`config.mk`:
```
export PLATFORM = sky130hd
export DESIGN_NAME = master_port
export DESIGN_NICKNAME = d
export VERILOG_FILES = /design/src/rtl/bus_pkg.sv /design/src/rtl/master_port_serial_shifter.sv /design/src/rtl/master_port.sv
export SDC_FILE = /design/constraint.sdc
export NUM_CORES = 1
export LEC_CHECK = 0
export CAP_MARGIN = 0
export CORE_MARGIN = 2
export CORE_UTILIZATION = 52
export DETAILED_ROUTE_END_ITERATION = 10
export PLACE_DENSITY = 0.92
export SYNTH_ARGS = -nofsm -noshare
export SYNTH_HDL_FRONTEND = slang
export SYNTH_SLANG_ARGS = --single-unit
```
`constraint.sdc`:
```
create_clock -name clk -period 2.6 [get_ports clk]
set_clock_uncertainty 0.15 [all_clocks]
set_input_delay 0.39 -clock clk [delete_from_list [all_inputs] [get_ports clk]]
set_output_delay 0.39 -clock clk [all_outputs]
set_load 0.02 [all_outputs]
```
`src/rtl/bus_pkg.sv`:
```
// Shared serial-bus definitions: default widths and the master state encoding.
package bus_pkg;

  localparam int unsigned BUS_ADDR_W = 12;
  localparam int unsigned BUS_DATA_W = 8;

  typedef enum logic [2:0] {
    MS_IDLE,
    MS_REQ,
    MS_ADDR,
    MS_WDATA,
    MS_WACK,
    MS_RWAIT,
    MS_RDATA,
    MS_DONE
  } master_state_e;

endpackage

```
`src/rtl/master_port_serial_shifter.sv`:
```
// LSB-first shift register with bit counter; shared by TX address, TX data and RX data paths.
module serial_shifter #(
  parameter int unsigned WIDTH = 8
) (
  input  logic             clk,
  input  logic             reset,
  input  logic             load,
  input  logic [WIDTH-1:0] load_data,
  input  logic             shift,
  input  logic             shift_in,
  output logic [WIDTH-1:0] data,
  output logic             lsb,
  output logic             last
);

  localparam int unsigned CNT_W = (WIDTH > 1) ? $clog2(WIDTH) : 1;

  logic [CNT_W-1:0] count;

  always_ff @(posedge clk) begin
    if (reset) begin
      data  <= '0;
      count <= '0;
    end else if (load) begin
      data  <= load_data;
      count <= '0;
    end else if (shift) begin
      data  <= {shift_in, data[WIDTH-1:1]};
      count <= last ? '0 : count + CNT_W'(1);
    end
  end

  assign lsb  = data[0];
  assign last = (count == CNT_W'(WIDTH - 1));

endmodule

```
`src/rtl/master_port.sv`:
```
// Serial system-bus master endpoint: parallel requests in, LSB-first address/data out, read bytes back.
// Define MASTER_PORT_BURST_EN to honour req_len and drive tx_burst; otherwise every transaction is one beat.
module master_port
  import bus_pkg::*;
#(
  parameter int unsigned ADDR_W = BUS_ADDR_W,
  parameter int unsigned DATA_W = BUS_DATA_W
) (
  input  logic              clk,
  input  logic              reset,
  input  logic              req_valid,
  output logic              req_ready,
  input  logic              req_write,
  input  logic [ADDR_W-1:0] req_addr,
  input  logic [3:0]        req_len,
  input  logic [DATA_W-1:0] wdata,
  output logic              wdata_ready,
  output logic              rsp_valid,
  output logic [DATA_W-1:0] rsp_rdata,
  output logic              done,
  output logic              read_en,
  output logic              write_en,
  output logic              master_valid,
  output logic              master_ready,
  output logic              tx_address,
  output logic              tx_data,
  output logic              tx_burst,
  input  logic              slave_ready,
  input  logic              slave_valid,
  input  logic              rx_data,
  input  logic              slave_rx_done
);

  master_state_e state, state_nxt;

  logic is_write;
  logic accept;
  logic active;
  logic more_beats;
  logic rx_full;

  logic addr_load, addr_shift, addr_lsb, addr_last;
  logic tx_load, tx_shift, tx_lsb, tx_last;
  logic rx_shift, rx_last;

  logic [ADDR_W-1:0] unused_addr_bits;
  logic [DATA_W-1:0] unused_tx_bits;
  logic              unused_rx_lsb;

  serial_shifter #(.WIDTH(ADDR_W)) u_addr_shifter (
    .clk       (clk),
    .reset     (reset),
    .load      (addr_load),
    .load_data (req_addr),
    .shift     (addr_shift),
    .shift_in  (1'b0),
    .data      (unused_addr_bits),
    .lsb       (addr_lsb),
    .last      (addr_last)
  );

  serial_shifter #(.WIDTH(DATA_W)) u_tx_shifter (
    .clk       (clk),
    .reset     (reset),
    .load      (tx_load),
    .load_data (wdata),
    .shift     (tx_shift),
    .shift_in  (1'b0),
    .data      (unused_tx_bits),
    .lsb       (tx_lsb),
    .last      (tx_last)
  );

  serial_shifter #(.WIDTH(DATA_W)) u_rx_shifter (
    .clk       (clk),
    .reset     (reset),
    .load      (1'b0),
    .load_data ('0),
    .shift     (rx_shift),
    .shift_in  (rx_data),
    .data      (rsp_rdata),
    .lsb       (unused_rx_lsb),
    .last      (rx_last)
  );

  assign accept = (state == MS_IDLE) && req_valid;
  assign active = (state != MS_IDLE) && (state != MS_DONE);

  always_ff @(posedge clk) begin
    if (reset) begin
      state    <= MS_IDLE;
      is_write <= 1'b0;
      rx_full  <= 1'b0;
    end else begin
      state <= state_nxt;
      if (accept)
        is_write <= req_write;
      // A completed byte holds RDATA one extra cycle so rsp_valid precedes done.
      if (rx_shift && rx_last)
        rx_full <= 1'b1;
      else if (state == MS_RDATA && rx_full)
        rx_full <= 1'b0;
    end
  end

  always_comb begin
    state_nxt   = state;
    addr_load   = 1'b0;
    addr_shift  = 1'b0;
    tx_load     = 1'b0;
    tx_shift    = 1'b0;
    rx_shift    = 1'b0;
    wdata_ready = 1'b0;
    case (state)
      MS_IDLE: begin
        if (req_valid) begin
          addr_load = 1'b1;
          state_nxt = MS_REQ;
          if (req_write) begin
            tx_load     = 1'b1;
            wdata_ready = 1'b1;
          end
        end
      end
      MS_REQ: begin
        if (slave_ready)
          state_nxt = MS_ADDR;
      end
      MS_ADDR: begin
        addr_shift = 1'b1;
        tx_shift   = is_write;
        if (addr_last)
          state_nxt = is_write ? MS_WACK : MS_RWAIT;
      end
      MS_WACK: begin
        if (slave_rx_done) begin
          if (more_beats) begin
            tx_load     = 1'b1;
            wdata_ready = 1'b1;
            state_nxt   = MS_WDATA;
          end else begin
            state_nxt = MS_DONE;
          end
        end
      end
      MS_WDATA: begin
        tx_shift = 1'b1;
        if (tx_last)
          state_nxt = MS_WACK;
      end
      MS_RWAIT: begin
        if (slave_valid) begin
          rx_shift  = 1'b1;
          state_nxt = MS_RDATA;
        end
      end
      MS_RDATA: begin
        if (rx_full)
          state_nxt = more_beats ? MS_RWAIT : MS_DONE;
        else if (slave_valid)
          rx_shift = 1'b1;
      end
      MS_DONE: state_nxt = MS_IDLE;
      default: state_nxt = MS_IDLE;
    endcase
  end

`ifdef MASTER_PORT_BURST_EN
  logic [3:0] beat;
  logic       burst;
  logic       beat_dec;

  assign beat_dec = more_beats &&
                    ((state == MS_WACK && slave_rx_done) || (state == MS_RDATA && rx_full));

  always_ff @(posedge clk) begin
    if (reset) begin
      beat  <= '0;
      burst <= 1'b0;
    end else if (accept) begin
      beat  <= req_len;
      burst <= (req_len != '0);
    end else begin
      if (beat_dec)
        beat <= beat - 4'd1;
      if (state == MS_DONE)
        burst <= 1'b0;
    end
  end

  assign more_beats = (beat != '0);
  assign tx_burst   = burst && active;
`else
  logic unused_len;

  assign unused_len = ^req_len;
  assign more_beats = 1'b0;
  assign tx_burst   = 1'b0;
`endif

  assign req_ready    = (state == MS_IDLE);
  assign done         = (state == MS_DONE);
  assign rsp_valid    = rx_full;
  assign read_en      = active && !is_write;
  assign write_en     = active && is_write;
  assign master_valid = (state == MS_ADDR) || (state == MS_WDATA);
  assign master_ready = (state == MS_RWAIT) || (state == MS_RDATA && !rx_full);
  assign tx_address   = (state == MS_ADDR) && addr_lsb;
  assign tx_data      = ((state == MS_ADDR && is_write) || state == MS_WDATA) && tx_lsb;

endmodule
```
# == Yosys cells after proc, flatten, opt, wreduce, memory -nomap -nowiden ==
# Index checks and enable logic that the tools add are counted.
# classes
shifts,0
div_mod_pow,0
magnitude_cmp,0
add_sub_neg,3
n_eq_ne,18
n_mux,28
n_mul,0
bitwise_logic,0
reduce_logical,23
# ops
cell,count
two-way mux 3 bit,9
two-way mux 12 bit,2
case mux 3 bit (8 select lines),1
"== test 3 bit, second input constant",6
two-way mux 8 bit,2
two-way mux 1 bit,11
logical AND 1 bit,10
"inequality test 2 bit, second input constant",5
AND reduction 7 bit,1
"adder 3 x 1 -> 3 bit, second input constant",2
"== test 3 x 2 -> 1 bit, second input constant",2
nonzero test 2 bit,3
"adder 4 x 1 -> 4 bit, second input constant",1
"== test 4 bit, second input constant",1
two-way mux 4 bit,1
"inequality test 2 x 1 -> 1 bit, second input constant",2
case mux 1 bit (2 select lines),2
OR reduction 2 bit,2
"== test 3 x 1 -> 1 bit, second input constant",1
zero test 3 bit,1
logical OR 1 bit,3
"inequality test 3 bit, second input constant",1
nonzero test 3 bit,1
zero test 1 bit,2
# totals
mem_bits_ro,0
mem_count,0
ram_bits,0
word_cells,81
latchBits,0
inputBits,32
reg_bits,43
output_inout_bits,19

# == Depth between registers and ports, before layout ==
# Gate-level depths: netlist (run 1).
# depth
depth_word,5
mapped_depth,6
ltp_nobuf,6

# == Modules after synthesis ==
# From an unflattened synthesis (run 1), not the netlist that was laid out.
# hier_totals
hier_cells,228
area_unflattened_um2,2324.7
# by_module_without_submodules
module,cells_each,seq_area_each_um2,n_inst,area_per_inst_um2
serial_shifter (u_rx_shifter ...),49,220.2,2,523.0
serial_shifter (u_addr_shifter),74,320.3,1,795.8
master_port,56,100.1,1,483.0

# == Worst setup path before layout (run 1) ==
# OpenSTA, ideal clock, no wires.
# synth_path
kind,reg2out
startpoint,reg state[0]
endpoint,out write_en
slack_ps,510
required_time_ps,2060
t_arrival_ps,1550
path_buffers,2
stages_incl_launch_ff,5
cell_sequence,dfxtp_1 -> buf_6 -> clkbuf_1 -> nor3_1 -> nor3b_1
# synth_between
elab_chain_cells,3
word_cells_on_any_way,4
classes_between,eq/ne: 1; reduce/logical: 3
# synth_rtl
element,line,text
start: declaration,master_port.sv:34,"master_state_e state, state_nxt;"
start signal: assignment,master_port.sv:95,state <= state_nxt;
inequality test 3 bit or nonzero test 3 bit (tied branches),master_port.sv:87,assign active = (state != MS_IDLE) && (state != MS_DONE);
logical AND 1 bit (*),master_port.sv:87,
logical AND 1 bit (*),master_port.sv:205,assign write_en = active && is_write;
end: declaration,master_port.sv:22,"output logic write_en,"
# Every way passes the cells marked *; elsewhere a longest branch is shown, timed or not.

# == Final worst setup path (run 1) ==
# layout_path
startpoint,reg state[1]
endpoint,out master_ready
# layout_between
elab_chain_cells,3
word_cells_on_any_way,4
classes_between,eq/ne: 2; reduce/logical: 2
# layout_rtl
element,line,text
== test 3 bit,master_port.sv:207,assign master_ready = (state == MS_RWAIT) || (state == MS_RDATA && !rx_full);
logical AND 1 bit,master_port.sv:207,
logical OR 1 bit (*),master_port.sv:207,
end: declaration,master_port.sv:24,"output logic master_ready,"
# Marks and branches as above.

==> reports/metrics.cfg, run 1 <==
[status]
status = complete, no violations

[logic_synthesis]
yosys-top-cells-area = dfxtp_1, mux2i_1, a22oi_1, a21oi_1, nor2_1
synth_cell_type_count = 42
synthCells = 225
yosysSeqAreaShare = 0.427
syn_area_um2 = 2020
synth_top_area_share = 0.427
syn_nets = 262
synth_top_area_cell = dfxtp_1
synth-seq-cells = 43
avgSynthCellArea_um2 = 8.96
yosysWarnings = 0

[layout]
nets = 304
antenna_cells = 0
multiInputGateArea_um2 = 1060
fillerInstances = 307
register_area_um2 = 865
syn2layout_area_growth_pct = 27.4
drive_above_1_share = 0.0827

[sta]
rsz0062_at_grt = no
finalMaxSlewViolations = 0
tns_ns = 0
worst_slew_pin_slew_ns = 0.731
finalCriticalPeriod_ns = 2.46
min_period_over_period = 0.948
fmax_mhz = 406
final.setup.worst_slack_ns = 0.136
hold_viol = 0
hold_ws_ns = 0.305
relSlewSlack = 0.511
setup_viol = 0

[detailed_routing]
first_pass_iters = 4
num_vias = 1755
wl_mm = 4.07
drc = 0
viasPerCell = 5.59
ant_nets = 0
routedWlPerCell_um = 12.9
drt_iter0_drc = 103

[power_and_ir_drop]
intPower_uw = 1120
switching_share = 0.307
power_frac_comb = 0.277
seqPwrFrac = 0.490
p_switching_uw = 495
ir_worst_vdd_v = 0.000437
p_leak_uw = 0.000989
p_per_area_nw_per_um2 = 627
pwr-share-clk = 0.233

[placed_design]
gp_congestion = 0.745
dp_slack_ns = 0.179
numPortBuffers = 45
hpwlAfterDp_mm = 2.82

[hold_path]
holdPathEnd = u_addr_shifter.data[0]
min_path_cells = 2
hold_path.class = reg -> reg
hp-start = u_addr_shifter.data[0]

[die]
rows = 22
start_util = 0.547
die_y_um = 66.3
die_w_um = 66.3
die_area_um2 = 4390
pin_count = 51
coreArea_um2 = 3690

[critical_path]
r2r_slack_ns = 0.61
required_ns = 2.06
crit_type = reg -> out
endpoint_kind = primary output
startpoint_type = register
r2r_start = state[1]
worstPathArrival_ns = 1.92
cp_max_fo = 15
r2r_end = u_rx_shifter.count[0]
rr_worst_depth = 4

[clocking]
post_cts_buffers = 0
numCtsBuffers = 5
cts_buffer_depth = 2
cts_tree = yes
htree_levels = 2
clk_pin_slew_ns = 0.07
root_buffer = clkbuf_8
cts_sinks = 43
clk_latency_ns = 0.28

[global_routing]
grt_max_degree = 39
gr-total-overflow = 0
grtUsageTotal = 0.201
antenna_found_initial = 0
first_global_vias = 1629
grt_pass1_wl_mm = 6.93

[run]
cap_violations = 0

-- cells by family after synthesis --
family	after synthesis	share of synthesized area
AO/OA/AOI/OAI	58	0.187
flip-flops	43	0.427
buffers and inverters	20	0.0484
multiplexers	20	0.100
other	1	0.00186
AND/OR/NAND/NOR	78	0.205
adder cells (fa/ha/maj)	5	0.0310
-- through the flow --
stage	std cells	utilization	total power [µW]	instance area (µm²)
after CTS	314	0.696	1620	2570
after detailed placement	308	0.676	1250	2490
after global routing	314	0.697	1710	2570
after floorplan	225	-	1100	2020
final	314	0.697	1610	2570
after global placement	308	0.676	1230	2490
-- cells in the final DEF (no fill, tap or decap), drive strengths merged, types with 5 or more instances in the layout --
cell type and n:
nand2b 5, a22oi 17, clkdlybuf4s50 45, nand2 22
dfxtp 43, nor3 7, clkbuf 6, mux2i 18
a211oi 8, nand3 5, o21ai 5, nor2 22
a21oi 21, ha 5, buf 7
-- area by class of cell --
class / count / share of cell area
Multi-Input combinational cell: 162 / 0.412
Inverter: 3 / 0.00438
Tap cell: 48 / 0.0234
Timing Repair Buffer: 52 / 0.196
Clock buffer: 6 / 0.0282
Sequential cell: 43 / 0.336
-- synthesized netlist by cell type --
master and number:
a22oi_1 17, o21a_1 1, nor3b_1 1, a21oi_1 21
nand3_1 5, dfxtp_1 43, buf_2 6, or3b_1 1
nor4b_4 1, inv_1 2, nor3_1 7, o21ai_2 1
a311oi_1 1, nand2_2 1, and4b_1 2, nor4_1 1
and2b_1 1, nor2_1 22, mux2i_1 18, nand2b_1 5
and2_1 2, or3_1 2, o31a_1 1, nand2_1 21
a211o_1 1, ha_1 5, o22ai_1 1, o21ai_1 1
buf_1 1, a21o_1 1, inv_2 1, mux2_2 2
buf_4 2, nor2b_1 1, nor3b_4 1, clkbuf_1 7
buf_6 1, conb_1 1, nand3b_1 4, a21boi_0 1
a211oi_1 8, o21ai_0 3
-- worst max-delay path: stages (launching register included) --
cell and delay (ns):
dfxtp_2 0.49, or3b_1 0.41, a21oi_1 0.13, clkdlybuf4s50_1 0.61
-- worst max path at each step --
stage | start | to | slack (ns) | cells past startpoint
2_1_floorplan | state[0] | write_en | 0.51 | 4
3_3_place_gp | req_valid | wdata_ready | 0.17 | 5
3_5_place_dp | req_valid | wdata_ready | 0.18 | 5
4_1_cts | state[2] | tx_data | 0.03 | 4
5_1_grt | state[1] | master_ready | 0.05 | 3
6_report | state[1] | master_ready | 0.14 | 3
-- flip-flops by register name, summed over array words and instances, names as in the netlist --
register,flops
is_write,1
rsp_valid,1
state,3
u_addr_shifter.count,4
u_addr_shifter.data,12
u_rx_shifter.count,3
u_rx_shifter.data,8
u_tx_shifter.count,3
u_tx_shifter.data,8
-- per-layer routing --
metal	vias to the layer above	GRT usage	wire (µm)
met2	47	0.339	2020
met4	0	0.0893	83
met1	810	0.253	1820
li1	887	-	-
met5	-	0	0
met3	11	0.0307	149
-- power groups by stage --
stage | Sequential (µW) | Clock [µW] | Combinational [µW]
global route | 803 | 413 | 494
finish | 789 | 376 | 446
global placement | 798 | 0 | 437
detailed placement | 801 | 0 | 446
floorplan | 766 | 0 | 332
CTS | 787 | 385 | 449
-- what timing repair did --
item,CTS,global route
endpoints found under the setup margin,2,4
gates resized for setup,1,2
hold buffers,0,0
No activity file was read; power rests on OpenSTA's default activity.
==> inputs of run 2 (changes only) <==
--- a/config.mk
+++ b/config.mk
@@ -8,6 +8,7 @@
 export CAP_MARGIN = 0
 export CORE_MARGIN = 2
 export CORE_UTILIZATION = 52
+export CTS_CLUSTER_DIAMETER = 120
 export DETAILED_ROUTE_END_ITERATION = 10
 export PLACE_DENSITY = 0.92
 export SYNTH_ARGS = -nofsm -noshare
==> results of run 2 <==
Same layout as run 1: the final DEF is identical, and so are final timing and power.
==> inputs of run 3 (changes only) <==
--- a/config.mk
+++ b/config.mk
@@ -7,10 +7,11 @@
 export LEC_CHECK = 0
 export CAP_MARGIN = 0
 export CORE_MARGIN = 2
-export CORE_UTILIZATION = 52
+export CORE_UTILIZATION = 66
 export CTS_CLUSTER_DIAMETER = 120
 export DETAILED_ROUTE_END_ITERATION = 10
-export PLACE_DENSITY = 0.92
+export DONT_BUFFER_PORTS = 1
+export PLACE_DENSITY = 0.9
 export SYNTH_ARGS = -nofsm -noshare
 export SYNTH_HDL_FRONTEND = slang
 export SYNTH_SLANG_ARGS = --single-unit
==> run 3 against run 2 <==
Net effect: final cell count down 19%; combinational power decreased by 20%; core utilization increased by 0.54 points; routed wire length down 11%; register-to-register slack got worse by 0.16 ns; worst hold slack got worse by 0.28 ns; sequential power grew 2%; largest power group unchanged; non-clock buffer count down 44; sequential share of layout area grew 7.5 points; power shrank 11%; critical endpoint is now write_en.
==> reports/metrics.cfg, run 3 (synthesized netlist as in run 1, its figures left out) <==
[status]
status = complete, no violations  ; unchanged

[clocking]
post_cts_buffers = 0  ; unchanged
cts_buffer_depth = 2  ; unchanged
clk_pin_slew_ns = 0.11  ; was 0.07 ns
clk_latency_ns = 0.34  ; was 0.28 ns
cts_sinks = 43  ; unchanged
root_buffer = clkbuf_4  ; was clkbuf_8
cts_tree = yes  ; unchanged
htree_levels = 2  ; unchanged
numCtsBuffers = 5  ; unchanged

[layout]
antenna_cells = 0  ; unchanged
nets = 260  ; was 304
drive_above_1_share = 0.0946  ; was 0.0827
largest_register = u_addr_shifter.data  ; unchanged
largest_reg_flops = 12  ; unchanged
fillerInstances = 228  ; was 307
layout.cells.non_filler = 255  ; was 314
largest_registers = u_addr_shifter.data x12, u_rx_shifter.data x8, u_tx_shifter.data x8  ; unchanged
register_area_um2 = 861  ; was 865 µm²
multiInputGateArea_um2 = 1060  ; about the same
final_common_cell = dfxtp_1  ; was clkdlybuf4s50_1
syn2layout_area_growth_pct = 3.66  ; was 27.4%
final_cell_mix = dfxtp_1, nor2_1, nand2_1, a21oi_1, mux2i_1  ; was clkdlybuf4s50_1, dfxtp_1, nor2_1, nand2_1, a21oi_1

[global_routing]
grt_max_degree = 43  ; was 39
first_global_vias = 1392  ; was 1629
grtUsageTotal = 0.223  ; was 0.201
grt_pass1_wl_mm = 5.95  ; was 6.93 mm
antenna_found_initial = 0  ; unchanged
gr-total-overflow = 0  ; unchanged

[sta]
finalCriticalPeriod_ns = 2.40  ; was 2.46 ns
fmax_mhz = 416  ; was 406 MHz
relSlewSlack = 0.495  ; was 0.511
setup_viol = 0  ; unchanged
hold_viol = 0  ; unchanged
worst_slew_pin_slew_ns = 0.756  ; was 0.731 ns
tns_ns = 0  ; unchanged
rsz0062_at_grt = no  ; unchanged
finalMaxSlewViolations = 0  ; unchanged
min_period_over_period = 0.924  ; was 0.948

[placed_design]
gp_congestion = 0.776  ; was 0.745
hpwlAfterDp_mm = 2.41  ; was 2.82 mm
numPortBuffers = 0  ; was 45
dp.cells = 248  ; was 308

[detailed_routing]
num_vias = 1554  ; was 1755
wl_mm = 3.63  ; was 4.07 mm
highest_layer = met4  ; unchanged
route.met2.wl_mm = 1.63  ; was 2.02 mm
drt_iter0_drc = 112  ; was 103
viasPerCell = 6.09  ; was 5.59
drc = 0  ; unchanged
first_pass_iters = 4  ; unchanged
wl_met3_um = 228  ; was 149 µm
wl_met1_mm = 1.73  ; was 1.82 mm
routedWlPerCell_um = 14.2  ; was 12.9 µm
ant_nets = 0  ; unchanged

[hold_path]
hold_path.class = in -> reg  ; was reg -> reg

[critical_path]
slowest_stage = dfxtp_1  ; was clkdlybuf4s50_1
cp_num_buf_inv = 1  ; unchanged
critical_path.top_delay_family = flip-flops  ; was buffers and inverters
cp_max_fo = 20  ; was 15
crit_type = reg -> out  ; unchanged
path_cells = nand2_1 -> nor2_1 -> nor3b_1 -> buf_4  ; was or3b_1 -> a21oi_1 -> clkdlybuf4s50_1
required_ns = 2.06  ; about the same
startpoint_type = register  ; unchanged
worstPathArrival_ns = 1.86  ; was 1.92 ns
cpPeakStageDelay_ns = 0.83  ; was 0.61 ns
endpoint_kind = primary output  ; unchanged

[power_and_ir_drop]
ir_worst_vdd_v = 0.000507  ; was 0.000437 V
p_per_area_nw_per_um2 = 688  ; was 627 nW/µm²
p_total_uw = 1440  ; was 1610 µW
p_leak_uw = 0.000819  ; was 0.000989 µW

[die]
die_area_um2 = 3510  ; was 4390 µm²
die_w_um = 59.3  ; was 66.3 µm
coreArea_um2 = 2980  ; was 3690 µm²
pin_count = 51  ; unchanged
rows = 20  ; was 22
start_util = 0.677  ; was 0.547
die_y_um = 59.3  ; was 66.3 µm

[run]
cap_violations = 0  ; unchanged

==> run 3: worst reg2reg max path, stage by stage (launching register included) <==
cell,delay (ns)
dfxtp_1,0.83
nand2b_1,0.19
a21o_1,0.42
or3_1,0.39
a21oi_1,0.12
==> run 3: final cells by class <==
class,instances,share of cell area
Clock buffer,6,0.0197
Inverter,3,0.00539
Multi-Input combinational cell,162,0.509
Sequential cell,43,0.412
Tap cell,33,0.0197
Timing Repair Buffer,8,0.0347
==> run 3: final timing paths <==
kind / slack (ns) / from / cells past startpoint / endpoint
worst min register to register: 0.31 / u_addr_shifter.data[0] / 2 / u_addr_shifter.data[0]
worst max register to register: 0.45 / state[0] / 4 / u_rx_shifter.count[0]
worst max-delay path: 0.20 / state[0] / 4 / write_en
worst min-delay path: 0.02 / wdata[7] / 2 / u_tx_shifter.data[7]
==> run 3: where the power goes <==
group | internal [µW] | switching [µW] | leakage (µW)
clock | 96.4 | 187 | 0.0000242
sequential | 719 | 82.4 | 0.000350
combinational | 152 | 202 | 0.000446
==> run 3: metrics by stage <==
stage	utilization	hold slack (ns)	setup slack (ns)	instance area [µm²]
CTS	0.700	0.00961	0.0926	2090
detailed placement	0.680	0.291	0.485	2020
global route	0.702	0.0226	0.0544	2090
global placement	0.680	0.284	0.506	2020
finish	0.702	0.0216	0.197	2090
floorplan	-	0.282	0.510	2020
==> run 3: per-layer routing <==
layer,vias up,global-route usage
li1,803,-
met1,704,0.290
met2,43,0.349
met3,4,0.0524
met4,0,0.107
met5,-,0
==> run 3: what timing repair did <==
| action | CTS | global route |
|---|---|---|
| setup endpoints to repair | 0 | 2 |
| gates resized for setup | 0 | 1 |
| hold buffers | 1 | 0 |
| hold endpoints to repair | 42 | 0 |
